`src/rtl/cmip_pulse_pkg.sv`:
```
// Shared definitions for the pulse pacer: FSM encoding, drop-counter width,
// and the elaboration-time GAP sanity check.
package cmip_pulse_pkg;

  typedef enum logic [1:0] {
    ST_IDLE = 2'd0,
    ST_FIRE = 2'd1,
    ST_GAP  = 2'd2
  } state_t;

  localparam int DROP_CNT_W = 16;

  // FIRE plus at least one GAP cycle is the shortest legal spacing.
  function automatic bit gap_ok(input int gap);
    return gap >= 2;
  endfunction

endpackage

```
`src/rtl/cmip_gap_timer.sv`:
```
// Loadable down-counter that stops at zero; o_zero flags the end of the
// inter-pulse gap.
module cmip_gap_timer #(
  parameter int W = 3
) (
  input  logic         i_clk,
  input  logic         i_rst,
  input  logic         i_load,
  input  logic [W-1:0] i_val,
  output logic         o_zero
);

  logic [W-1:0] cnt;

  // NOTE: sequential state uses non-blocking assignments so every register
  // samples the pre-edge values of its neighbours.
  always_ff @(posedge i_clk) begin
    if (i_rst) begin
      cnt <= '0;
    end else if (i_load) begin
      cnt <= i_val;
    end else if (cnt != '0) begin
      cnt <= cnt - 1'b1;
    end
  end

  assign o_zero = (cnt == '0);

endmodule

```
`src/rtl/cmip_pulse_pacer.sv`:
```
// cmip_pulse_pacer: queues back-to-back event strobes and re-emits them at least GAP cycles apart.
// Build option: define CMIP_PULSE_PACER_DROP_CNT_EN to count saturation drops on o_drop_cnt.
module cmip_pulse_pacer
  import cmip_pulse_pkg::*;
#(
  parameter int CNT_W = 8,
  parameter int GAP   = 8
) (
  input  logic                  i_clk,
  input  logic                  i_rst,
  input  logic                  i_pulse,
  input  logic                  i_flush,
  input  logic                  i_ovf_clr,
  output logic                  o_pulse,
  output logic [CNT_W-1:0]      o_pending,
  output logic                  o_busy,
  output logic                  o_overflow,
  output logic [DROP_CNT_W-1:0] o_drop_cnt
);

  localparam bit GapOk = gap_ok(GAP);
  localparam int TW    = $clog2(GAP);

  if (!GapOk) begin : g_gap_check
    $error("cmip_pulse_pacer: GAP must be at least 2");
  end

  state_t           state;
  state_t           state_nx;
  logic [CNT_W-1:0] pending_nx;
  logic             gap_zero;
  logic             inc;
  logic             at_max;
  logic             fire_go;
  logic             drop;

  cmip_gap_timer #(.W(TW)) u_gap_timer (
    .i_clk  (i_clk),
    .i_rst  (i_rst),
    .i_load (state == ST_FIRE),
    .i_val  (TW'(GAP - 2)),
    .o_zero (gap_zero)
  );

  // NOTE: every always_comb output gets a default first so no path can
  // leave it unassigned and infer a latch.
  always_comb begin
    inc     = i_pulse & ~i_flush;
    at_max  = (o_pending == '1);
    // A new FIRE is allowed from IDLE, or once the gap has fully run out.
    fire_go = !i_flush && ((o_pending != '0) || i_pulse) &&
              ((state == ST_IDLE) || ((state == ST_GAP) && gap_zero));
    drop    = inc && at_max && !fire_go;

    pending_nx = o_pending;
    if (i_flush) begin
      pending_nx = '0;
    end else if (inc && !fire_go && !at_max) begin
      pending_nx = o_pending + 1'b1;
    end else if (!inc && fire_go) begin
      pending_nx = o_pending - 1'b1;
    end

    state_nx = state;
    unique case (state)
      ST_IDLE: if (fire_go) state_nx = ST_FIRE;
      ST_FIRE: state_nx = ST_GAP;
      ST_GAP:  if (gap_zero) state_nx = fire_go ? ST_FIRE : ST_IDLE;
      default: state_nx = ST_IDLE;
    endcase
  end

  always_ff @(posedge i_clk) begin
    if (i_rst) begin
      state      <= ST_IDLE;
      o_pulse    <= 1'b0;
      o_pending  <= '0;
      o_busy     <= 1'b0;
      o_overflow <= 1'b0;
    end else begin
      state     <= state_nx;
      o_pulse   <= (state_nx == ST_FIRE);
      o_pending <= pending_nx;
      o_busy    <= (state_nx != ST_IDLE) || (pending_nx != '0);
      if (drop) begin
        o_overflow <= 1'b1;
      end else if (i_ovf_clr) begin
        o_overflow <= 1'b0;
      end
    end
  end

`ifdef CMIP_PULSE_PACER_DROP_CNT_EN
  logic [DROP_CNT_W-1:0] drop_cnt;

  always_ff @(posedge i_clk) begin
    if (i_rst) begin
      drop_cnt <= '0;
    end else if (i_ovf_clr) begin
      drop_cnt <= DROP_CNT_W'(drop);
    end else if (drop && (drop_cnt != '1)) begin
      drop_cnt <= drop_cnt + 1'b1;
    end
  end

  assign o_drop_cnt = drop_cnt;
`else
  assign o_drop_cnt = '0;
`endif

endmodule

```
`config.mk`:
```
export PLATFORM = sky130hd
export DESIGN_NAME = cmip_pulse_pacer
export DESIGN_NICKNAME = d
export VERILOG_FILES = /design/src/rtl/cmip_pulse_pkg.sv /design/src/rtl/cmip_gap_timer.sv /design/src/rtl/cmip_pulse_pacer.sv
export SDC_FILE = /design/constraint.sdc
export NUM_CORES = 1
export LEC_CHECK = 0
export ABC_CLOCK_PERIOD_IN_PS = 2500
export CORE_MARGIN = 3
export CORE_UTILIZATION = 44
export CTS_BUF_LIST = sky130_fd_sc_hd__clkbuf_8 sky130_fd_sc_hd__clkbuf_16
export DETAILED_ROUTE_END_ITERATION = 12
export PLACE_DENSITY = 0.76
export SYNTH_ARGS = -nofsm -noshare
export SYNTH_HDL_FRONTEND = slang
export SYNTH_SLANG_ARGS = --single-unit
```
`constraint.sdc`:
```
create_clock -name i_clk -period 2.5 [get_ports i_clk]
set_input_delay 0.5 -clock i_clk [delete_from_list [all_inputs] [get_ports i_clk]]
set_output_delay 0.5 -clock i_clk [all_outputs]
set_load 0.02 [all_outputs]
```
# ---- Yosys cells after proc, flatten, opt, wreduce, memory -nomap -nowiden
# Index checks and enable logic that the tools add are counted.
dict set report word_totals {
  ram_bits 0
  input_bits 5
  rom_bits 0
  regBits 16
  output_inout_bits 27
  wordCells 51
  latch_bits 0
  memories 0
}
dict set report classes {
  muxes 11
  shifts 0
  eq_ne 4
  n_addsub 3
  n_mul 0
  n_reduce_logical 24
  n_lt_le_gt_ge 0
  div 0
  n_bitwise 2
}
# operator count
set ops {}
lappend ops {{2-to-1 mux 8 bit} 3}
lappend ops {{nonzero test 8 bit} 2}
lappend ops {{adder 8 x 1 -> 8 bit, second input constant} 1}
lappend ops {{== test 8 bit, second input constant} 1}
lappend ops {{logical AND 1 bit} 8}
lappend ops {{subtractor 8 x 1 -> 8 bit, second input constant} 1}
lappend ops {{2-to-1 mux 3 bit} 2}
lappend ops {{one-hot mux 2 bit (3 select lines)} 1}
lappend ops {{nonzero test 2 bit} 3}
lappend ops {{== test 2 x 1 -> 1 bit, second input constant} 2}
lappend ops {{logical NOT 1 bit} 4}
lappend ops {{2-to-1 mux 2 bit} 2}
lappend ops {{logical NOT 3 bit} 1}
lappend ops {{logical OR 1 bit} 3}
lappend ops {{2-to-1 mux 1 bit} 3}
lappend ops {{nonzero test 3 bit} 1}
lappend ops {{subtractor 3 x 1 -> 3 bit, second input constant} 1}
lappend ops {{== test 2 bit, second input constant} 1}
lappend ops {{logical NOT 2 bit} 1}
lappend ops {{OR reduction 2 bit} 1}
lappend ops {{bitwise AND 1 bit} 1}
lappend ops {{inverter 1 bit} 1}

# ---- Longest topological paths before layout
# Gate-level depths: netlist of run 1.
dict set report logic_depth {
  depth_word 11
  mapped_depth 9
  mapped_depth_nobuf 9
}

# ---- Cells and area by module
# From an unflattened synthesis of run 1, not the netlist that was laid out.
dict set report hier_totals {
  hier_cells 149
  hier_area_um2 1234.9
}
# module n_inst cells_each area_per_inst_um2 seq_area_each_um2
set modules_own_cells {}
lappend modules_own_cells {cmip_pulse_pacer 1 127 1028.5 260.2}
lappend modules_own_cells {cmip_gap_timer 1 22 206.4 60.1}

# ---- Worst setup path before layout of run 1
# OpenSTA, ideal clock, no wires.
dict set report synth_path {
  path_type {register to register}
  start {register u_gap_timer.cnt[0]}
  end {register o_busy}
  t_required_ns 2.362
  path_slack_ns 0.240
  stages_incl_launch_ff 10
  arrival_time_ns 2.122
  synth_period_minus_slack_ns 2.260
  setup_ns 0.138
  path_buffers 0
  path_cell_list {dfxtp_1 -> nor2_1 -> ha_1 -> nor2b_1 -> or4_4 -> or3b_1 -> a31oi_1 -> o21ai_1 -> nor3b_2 -> a41oi_1}
}
dict set report synth_between {
  elab_chain_cells 11
  elab_cells_between_ends 18
  classes_between {mux (7); reduce/logical (11)}
}
# element line_no
set synth_rtl {}
lappend synth_rtl {{start: declaration} cmip_gap_timer.sv:13} ;# logic [W-1:0] cnt;
lappend synth_rtl {{start signal: assignment} cmip_gap_timer.sv:21} ;# cnt <= i_val;
lappend synth_rtl {{start signal: assignment} cmip_gap_timer.sv:23} ;# cnt <= cnt - 1'b1;
lappend synth_rtl {{logical NOT 3 bit (*)} cmip_gap_timer.sv:27} ;# assign o_zero = (cnt == '0);
lappend synth_rtl {{logical AND 1 bit} cmip_pulse_pacer.sv:52} ;# ((state == ST_IDLE) || ((state == ST_GAP) && gap_zero));
lappend synth_rtl {{logical OR 1 bit} cmip_pulse_pacer.sv:52}
lappend synth_rtl {{logical AND 1 bit} cmip_pulse_pacer.sv:51} ;# fire_go = !i_flush && ((o_pending != '0) || i_pulse) &&
lappend synth_rtl {{logical NOT 1 bit} cmip_pulse_pacer.sv:58} ;# end else if (inc && !fire_go && !at_max) begin
lappend synth_rtl {{logical AND 1 bit (2 in series)} cmip_pulse_pacer.sv:58}
lappend synth_rtl {{2-to-1 mux 8 bit} cmip_pulse_pacer.sv:58}
lappend synth_rtl {{2-to-1 mux 8 bit} cmip_pulse_pacer.sv:56} ;# if (i_flush) begin
lappend synth_rtl {{nonzero test 8 bit} cmip_pulse_pacer.sv:84} ;# o_busy <= (state_nx != ST_IDLE) || (pending_nx != '0);
lappend synth_rtl {{logical OR 1 bit (*)} cmip_pulse_pacer.sv:84}
lappend synth_rtl {{end signal: assignment} cmip_pulse_pacer.sv:84}
lappend synth_rtl {{end: declaration} cmip_pulse_pacer.sv:16} ;# output logic o_busy,
# Mark *: on every way between the ends. The rest lies on a longest branch, timed or not.
# A chain may end at the register's enable or synchronous reset.

# ---- Final worst setup path of run 1
dict set report layout_path {
  start {input i_pulse}
  end {register o_busy}
}
dict set report layout_between {
  elab_chain_cells 10
  elab_cells_between_ends 19
  classes_between {mux (7); bitwise (1); reduce/logical (11)}
}
# element line_no
set layout_rtl {}
lappend layout_rtl {{start: declaration} cmip_pulse_pacer.sv:11} ;# input logic i_pulse,
lappend layout_rtl {{logical OR 1 bit} cmip_pulse_pacer.sv:51}
lappend layout_rtl {{logical AND 1 bit (2 in series)} cmip_pulse_pacer.sv:51}
lappend layout_rtl {{logical NOT 1 bit} cmip_pulse_pacer.sv:58}
lappend layout_rtl {{logical AND 1 bit (2 in series)} cmip_pulse_pacer.sv:58}
lappend layout_rtl {{2-to-1 mux 8 bit} cmip_pulse_pacer.sv:58}
lappend layout_rtl {{2-to-1 mux 8 bit} cmip_pulse_pacer.sv:56}
lappend layout_rtl {{nonzero test 8 bit} cmip_pulse_pacer.sv:84}
lappend layout_rtl {{logical OR 1 bit (*)} cmip_pulse_pacer.sv:84}
# Marked as above.

==> results of run 1 <==
## area by class of cell
class / instances / share of cell area [%]
sequential: 16 / 24.90
inverter: 6 / 1.751
multi-input combinational: 99 / 48.93
tap: 27 / 2.626
clock buffer: 4 / 4.280
timing repair buffer: 25 / 17.51
## power groups by stage
stage	clock [µW]	combinational [µW]	sequential, µW
5_1_grt	252	192	287
3_3_place_gp	0	165	290
4_1_cts	237	171	285
2_1_floorplan	0	135	293
3_5_place_dp	0	169	291
6_report	231	171	285
## layer usage
layer	track usage [%]	part of all wire [%]
met1	19.04	41
met4	4.979	1.0
met2	30.88	53
met5	0	0
met3	5.177	5.0
## cells by family (layout without fill, tap and decap cells)
family,Yosys count,count (layout),synth area share [%]
and+or+nand+nor,51,51,30.16
other,1,16,0.3615
AOI/OAI and AO/OA,20,20,12.18
muxes,2,2,2.051
DFF,16,16,30.88
xor gates and xnor gates,6,6,5.066
adders and majority gates,4,4,4.825
buffers and inverters,24,35,14.48
## tightest hold or removal path, delay by kind of cell (launching register included)
family | cells | cell delay (ns)
AOI/OAI and AO/OA | 1 | 0.05
DFF | 1 | 0.31
and+or+nand+nor | 1 | 0.06
## timing repair
| item | in CTS | in global routing |
|---|---|---|
| endpoints found under the setup margin | 0 | 1 |
| gates resized for setup | 0 | 1 |
| setup buffers | 0 | 0 |
| endpoints found under the hold margin | 0 | 0 |
## cells in the final DEF, fill, tap and decap left out, drive strengths merged, types with 6 or more instances in the layout
master         count
xnor2              6
nor2              11
dfxtp             16
nand2              6
buf               10
o21ai              6
conb              16
inv                6
nand2b             6
clkdlybuf4s50     15
## flip-flops by register name, summed over array words and instances (netlist names)
register         cells
o_busy               1
state                2
o_pending            8
o_pulse              1
u_gap_timer.cnt      3
o_overflow           1
## worst min-delay path by stage
stage	endpoint	slack, ns	startpoint	cells past startpoint
after global placement	o_overflow$_SDFFE_PP0P_	0.46	o_overflow$_SDFFE_PP0P_	2
after global routing	o_overflow$_SDFFE_PP0P_	0.50	o_overflow$_SDFFE_PP0P_	2
after detailed placement	o_overflow$_SDFFE_PP0P_	0.46	o_overflow$_SDFFE_PP0P_	2
final	o_overflow$_SDFFE_PP0P_	0.47	o_overflow$_SDFFE_PP0P_	2
after floorplan	u_gap_timer.cnt[1]$_SDFFE_PP0P_	0.47	u_gap_timer.cnt[1]$_SDFFE_PP0P_	2
after CTS	o_overflow$_SDFFE_PP0P_	0.47	o_overflow$_SDFFE_PP0P_	2
## metrics by stage
stage                     setup WS, ns  total power, µW  area (µm²)
after floorplan                 0.2399            427.5        1094
after global placement        -0.06883            454.9        1225
after detailed placement       -0.1095            460.6        1225
after CTS                       0.1512            692.8        1280
after global routing          0.007305            731.0        1286
final                           0.1505            686.5        1286
==> impl_metrics.yaml, run 1 <==
power_and_ir_drop:
  power_density_nw_per_um2: 533.7
  p_comb_share_pct: 24.8
  clock_power_share_pct: 33.6
  netSwitchingFraction_pct: 28.91
  p_seq_share_pct: 41.6
  power.net_switching_uw: 198.5
  power.ir.vdd_worst_mv: 0.3571
  internal_power_uw: 488.0
  leakagePower_uw: 0.0005273
sta:
  finalHoldViolCount: 0
  timing.setup.tns_ns: 0
  achievable-frequency_mhz: 425.6
  post-route-min-period_ns: 2.350
  max_slew_margin_pct: 60.23
  finalCritPeriodShare_pct: 93.98
  rsz0062_at_grt: "no"
  setup_viol_count_final: 0
  finalClockSkew_ns: 0.005311
  hold-worst-slack_ns: 0.4694
  timing_max_transition_violations_final: 0
  worst_pin_slew_ns: 0.5947
detailed_routing:
  antenna_violating_nets_post_route: 0
  drt_first_pass_iters: 4
  drt_first_iter_violations: 16
  detailroute.via_count: 920
  routed_via_count_divided_by_cell_count: 5.198
  total_detailed_routing_wirelength_um: 2298
  remaining_drc_errors: 0
  route.detailed.wl_per_inst_um: 12.98
setup_path:
  regToRegSetupSlack_ns: 0.18
  crit_path_max_incr_delay_ns: 0.54
  worst-path-max-fanout: 4
  worst_r2r_path_depth: 8
  crit_path_start_kind: "input pin"
  worstPathCellList: "clkdlybuf4s50_1 -> or4_4 -> buf_4 -> nor2_2 -> a22oi_2 -> mux2_1 -> nor3b_2 -> a41oi_1"
  worst-path-buf-inv: 2
  worstSetupPathDepth: 8
  regToRegStartpoint: "o_pending[5]$_SDFF_PP0_"
  crit_start: "i_pulse"
  timing.critical_path.to_type: "flip-flop"
  setup.worst_path.class: "in -> reg"
  worst_path_dominant_cell_family: "simple AND/OR/NAND/NOR gates"
  cp-endpoint: "o_busy$_SDFF_PP0_"
  cpMaxStageDelayCell: "sky130_fd_sc_hd__or4_4"
  r2r_end: "o_busy$_SDFF_PP0_"
  timing.critical_path.required_ns: 2.60
  critPathArrivalTime_ns: 2.45
global_routing:
  grt_pass1_vias: 883
  grt_util_all_layers_pct: 17.08
  grt_first_pass_wirelength_um: 3643
  grt_antenna_before_repair: 0
  grt_max_degree: 17
  globalRoute.totalOverflow: 0
synth:
  syn_inst: 124
  yosysSeqAreaShare_pct: 30.88
  synth.cells.most_frequent: "16 x sky130_fd_sc_hd__buf_4, 16 x sky130_fd_sc_hd__dfxtp_1, 10 x sky130_fd_sc_hd__nor2_1"
  synth_area_leader_cell: "sky130_fd_sc_hd__dfxtp_1"
  top_cells_by_area_in_the_synthesized_netlist: "sky130_fd_sc_hd__dfxtp_1 31%, sky130_fd_sc_hd__buf_4 12%, sky130_fd_sc_hd__xnor2_1 5.1%, sky130_fd_sc_hd__ha_1 4.8%, sky130_fd_sc_hd__nand2b_1 3.6%"
  synth-edff-count: 0
  synth.cell_area_um2: 1037
  yosys_warnings: 0
  synth_top_flop_cell: "sky130_fd_sc_hd__dfxtp_1"
  asyncSetResetFlopFracSynth_pct: 0
  synthDistinctLibCells: 36
  synthesis.area_per_instance_um2: 8.365
  synth.ff_latch_count: 16
  synth_largest_type_area_fraction_pct: 30.88
floorplan:
  floorplan.die.width_um: 54.55
  die_area_um2: 2976
  floorplan.die.height_um: 54.55
  io_pins: 32
  floorplan.core_area_um2: 2102
  placementRows: 16
  starting_density_of_the_core_pct: 49.35
placement:
  placement.io_buffers: 15
  gpl.final_weighted_congestion: 0.9900
  dpl.hpwl_um: 1820
  place_inst: 173
layout:
  utilization_pct: 61.19
  nets: 160
  fill_cells: 194
  area.sequential_um2: 320.3
  final-instance-count-excl-fill: 177
  antenna_cells: 0
  multi_input_comb_area_um2: 629.4
  areaGrowthSynthToFinish_pct: 24.00
  drive_gt1_share_pct: 16.00
clocking:
  worstSkewPairLatency_ns: 0.25
  cts-root-buf: "sky130_fd_sc_hd__clkbuf_8"
  clkTransAtPathRegs_ns: 0.07
  number_of_h_tree_levels: 1
  cts_max_path_buffers: 2
  tritoncts_num_sinks: 16
  cts_buffers: 3
  cts_hold_repair.buffers: 0
  tritoncts: "yes"
min_path:
  worst_hold_path_type: "reg -> reg"
status:
  outcome: "finished, final reports clean"
run:
  timing.max_cap.violations: 0
Power figures use the tool's default switching activity.
==> inputs of run 2 (changes only) <==
Settings changed: CORE_UTILIZATION 44 to 45, PLACE_DENSITY 0.76 to 0.77, RECOVER_POWER from default to 50.
==> impl_metrics.yaml, run 2 (synthesis results as in run 1) <==
status:
  outcome: "finished, final reports clean"
setup_path:
  cp-endpoint: "o_busy$_SDFF_PP0_"
  critPathArrivalTime_ns: 2.57
  regToRegStartpoint: "o_pending[3]$_SDFF_PP0_"
  crit_path_start_kind: "input pin"
  setup.worst_path.class: "in -> reg"
  timing.critical_path.to_type: "flip-flop"
  regToRegSetupSlack_ns: 0.15
  r2r_end: "o_busy$_SDFF_PP0_"
  timing.critical_path.required_ns: 2.67
  worst-path-max-fanout: 4
  worst_r2r_path_depth: 8
  crit_start: "i_pulse"
sta:
  worst_pin_slew_ns: 0.5784
  finalClockSkew_ns: 0.007886
  finalHoldViolCount: 0
  setup_viol_count_final: 0
  rsz0062_at_grt: "no"
  finalCritPeriodShare_pct: 95.87
  achievable-frequency_mhz: 417.2
  post-route-min-period_ns: 2.397
  timing_max_transition_violations_final: 0
  timing.setup.tns_ns: 0
  max_slew_margin_pct: 61.31
clocking:
  tritoncts_num_sinks: 16
  cts_buffers: 3
  cts_max_path_buffers: 2
  cts-root-buf: "sky130_fd_sc_hd__clkbuf_8"
  number_of_h_tree_levels: 1
  tritoncts: "yes"
  worstSkewPairLatency_ns: 0.25
  clkTransAtPathRegs_ns: 0.07
layout:
  multi_input_comb_area_um2: 619.3
  antenna_cells: 0
  fill_cells: 188
  largestRegisters: "o_pending x8, u_gap_timer.cnt x3, state x2"
  nets: 161
  drive_gt1_share_pct: 17.22
  mostFrequentLayoutCells: "16 x sky130_fd_sc_hd__conb_1, 16 x sky130_fd_sc_hd__dfxtp_1, 10 x sky130_fd_sc_hd__buf_4, 8 x sky130_fd_sc_hd__nor2_1, 8 x sky130_fd_sc_hd__clkdlybuf4s50_1"
  final-instance-count-excl-fill: 178
  largest-register: "o_pending"
  largest_register_ff_count: 8
  areaGrowthSynthToFinish_pct: 23.76
  utilization_pct: 62.26
  area.sequential_um2: 320.3
placement:
  gpl.final_weighted_congestion: 0.9382
  dpl.hpwl_um: 1831
  placement.io_buffers: 15
  place_inst: 173
global_routing:
  grt_max_degree: 17
  grt_first_pass_wirelength_um: 3753
  globalRoute.totalOverflow: 0
  grt_pass1_vias: 874
  grt_antenna_before_repair: 0
  grt_util_all_layers_pct: 17.79
detailed_routing:
  detailroute.via_count: 940
  remaining_drc_errors: 0
  drt_first_iter_violations: 24
  routed_via_count_divided_by_cell_count: 5.281
  antenna_violating_nets_post_route: 0
  route.detailed.wl_per_inst_um: 13.41
  total_detailed_routing_wirelength_um: 2387
  drt_first_pass_iters: 4
floorplan:
  floorplan.die.width_um: 54.01
  die_area_um2: 2917
  floorplan.core_area_um2: 2062
  io_pins: 32
  starting_density_of_the_core_pct: 50.30
  floorplan.die.height_um: 54.01
  placementRows: 16
power_and_ir_drop:
  power_density_nw_per_um2: 547.5
  leakagePower_uw: 0.0005443
  power.ir.vdd_worst_mv: 0.4824
min_path:
  worst_hold_path_type: "reg -> reg"
run:
  timing.max_cap.violations: 0
run 2: repair_timing:
action	4_1_cts	5_1_grt
setup buffers	0	1
hold buffers	0	0
endpoints found under the setup margin	0	1
gates resized for setup	0	4
run 2: worst min path at each step:
stage | startpoint | endpoint | slack, ns | cells past startpoint
2_1_floorplan | u_gap_timer.cnt[1]$_SDFFE_PP0P_ | u_gap_timer.cnt[1]$_SDFFE_PP0P_ | 0.47 | 2
6_report | o_overflow$_SDFFE_PP0P_ | o_overflow$_SDFFE_PP0P_ | 0.47 | 2
3_5_place_dp | o_overflow$_SDFFE_PP0P_ | o_overflow$_SDFFE_PP0P_ | 0.46 | 2
3_3_place_gp | o_overflow$_SDFFE_PP0P_ | o_overflow$_SDFFE_PP0P_ | 0.46 | 2
4_1_cts | o_overflow$_SDFFE_PP0P_ | o_overflow$_SDFFE_PP0P_ | 0.48 | 2
5_1_grt | o_overflow$_SDFFE_PP0P_ | o_overflow$_SDFFE_PP0P_ | 0.50 | 2
run 2: cell type report:
cell class / instances / area share, %
flip-flops and latches: 16 / 24.95
well taps: 27 / 2.632
clock buffers: 4 / 4.289
multi-input cells: 99 / 48.25
repair buffers: 26 / 18.13
inverters: 6 / 1.754
run 2: critical path, cell delays in order:
cell                              delay (ns)
sky130_fd_sc_hd__clkdlybuf4s50_1        0.44
sky130_fd_sc_hd__or4_4                  0.55
sky130_fd_sc_hd__buf_4                  0.16
sky130_fd_sc_hd__nor2_2                 0.11
sky130_fd_sc_hd__buf_4                  0.14
sky130_fd_sc_hd__a32oi_1                0.07
sky130_fd_sc_hd__xnor2_1                0.26
sky130_fd_sc_hd__o21ai_1                0.12
sky130_fd_sc_hd__a41oi_1                0.21
run 2: power breakdown:
part | total [µW] | internal [µW] | switching [µW]
clock network | 238 | 140 | 98.0
logic | 177 | 78.0 | 99.4
registers | 288 | 273 | 14.9
run 2: layer usage:
layer  up-vias  wire length (µm)  global-route usage, %
met5         -                 0                      0
met4         0                35                  7.469
met3         4               106                  3.047
met2        26              1253                  31.25
met1       454               991                  21.10
li1        456                 -                      -
run 2: per-stage QoR:
stage                     setup WS (ns)  power (µW)  instance area [µm²]  hold WS [ns]
after floorplan                  0.2399       427.5                 1094        0.4741
after global placement         -0.08017       455.3                 1225        0.4563
after detailed placement        -0.1281       467.3                 1225        0.4637
after CTS                       0.09881       700.0                 1280        0.4750
after global routing            0.01123       740.9                 1284        0.5031
final                            0.1033       702.8                 1284        0.4698
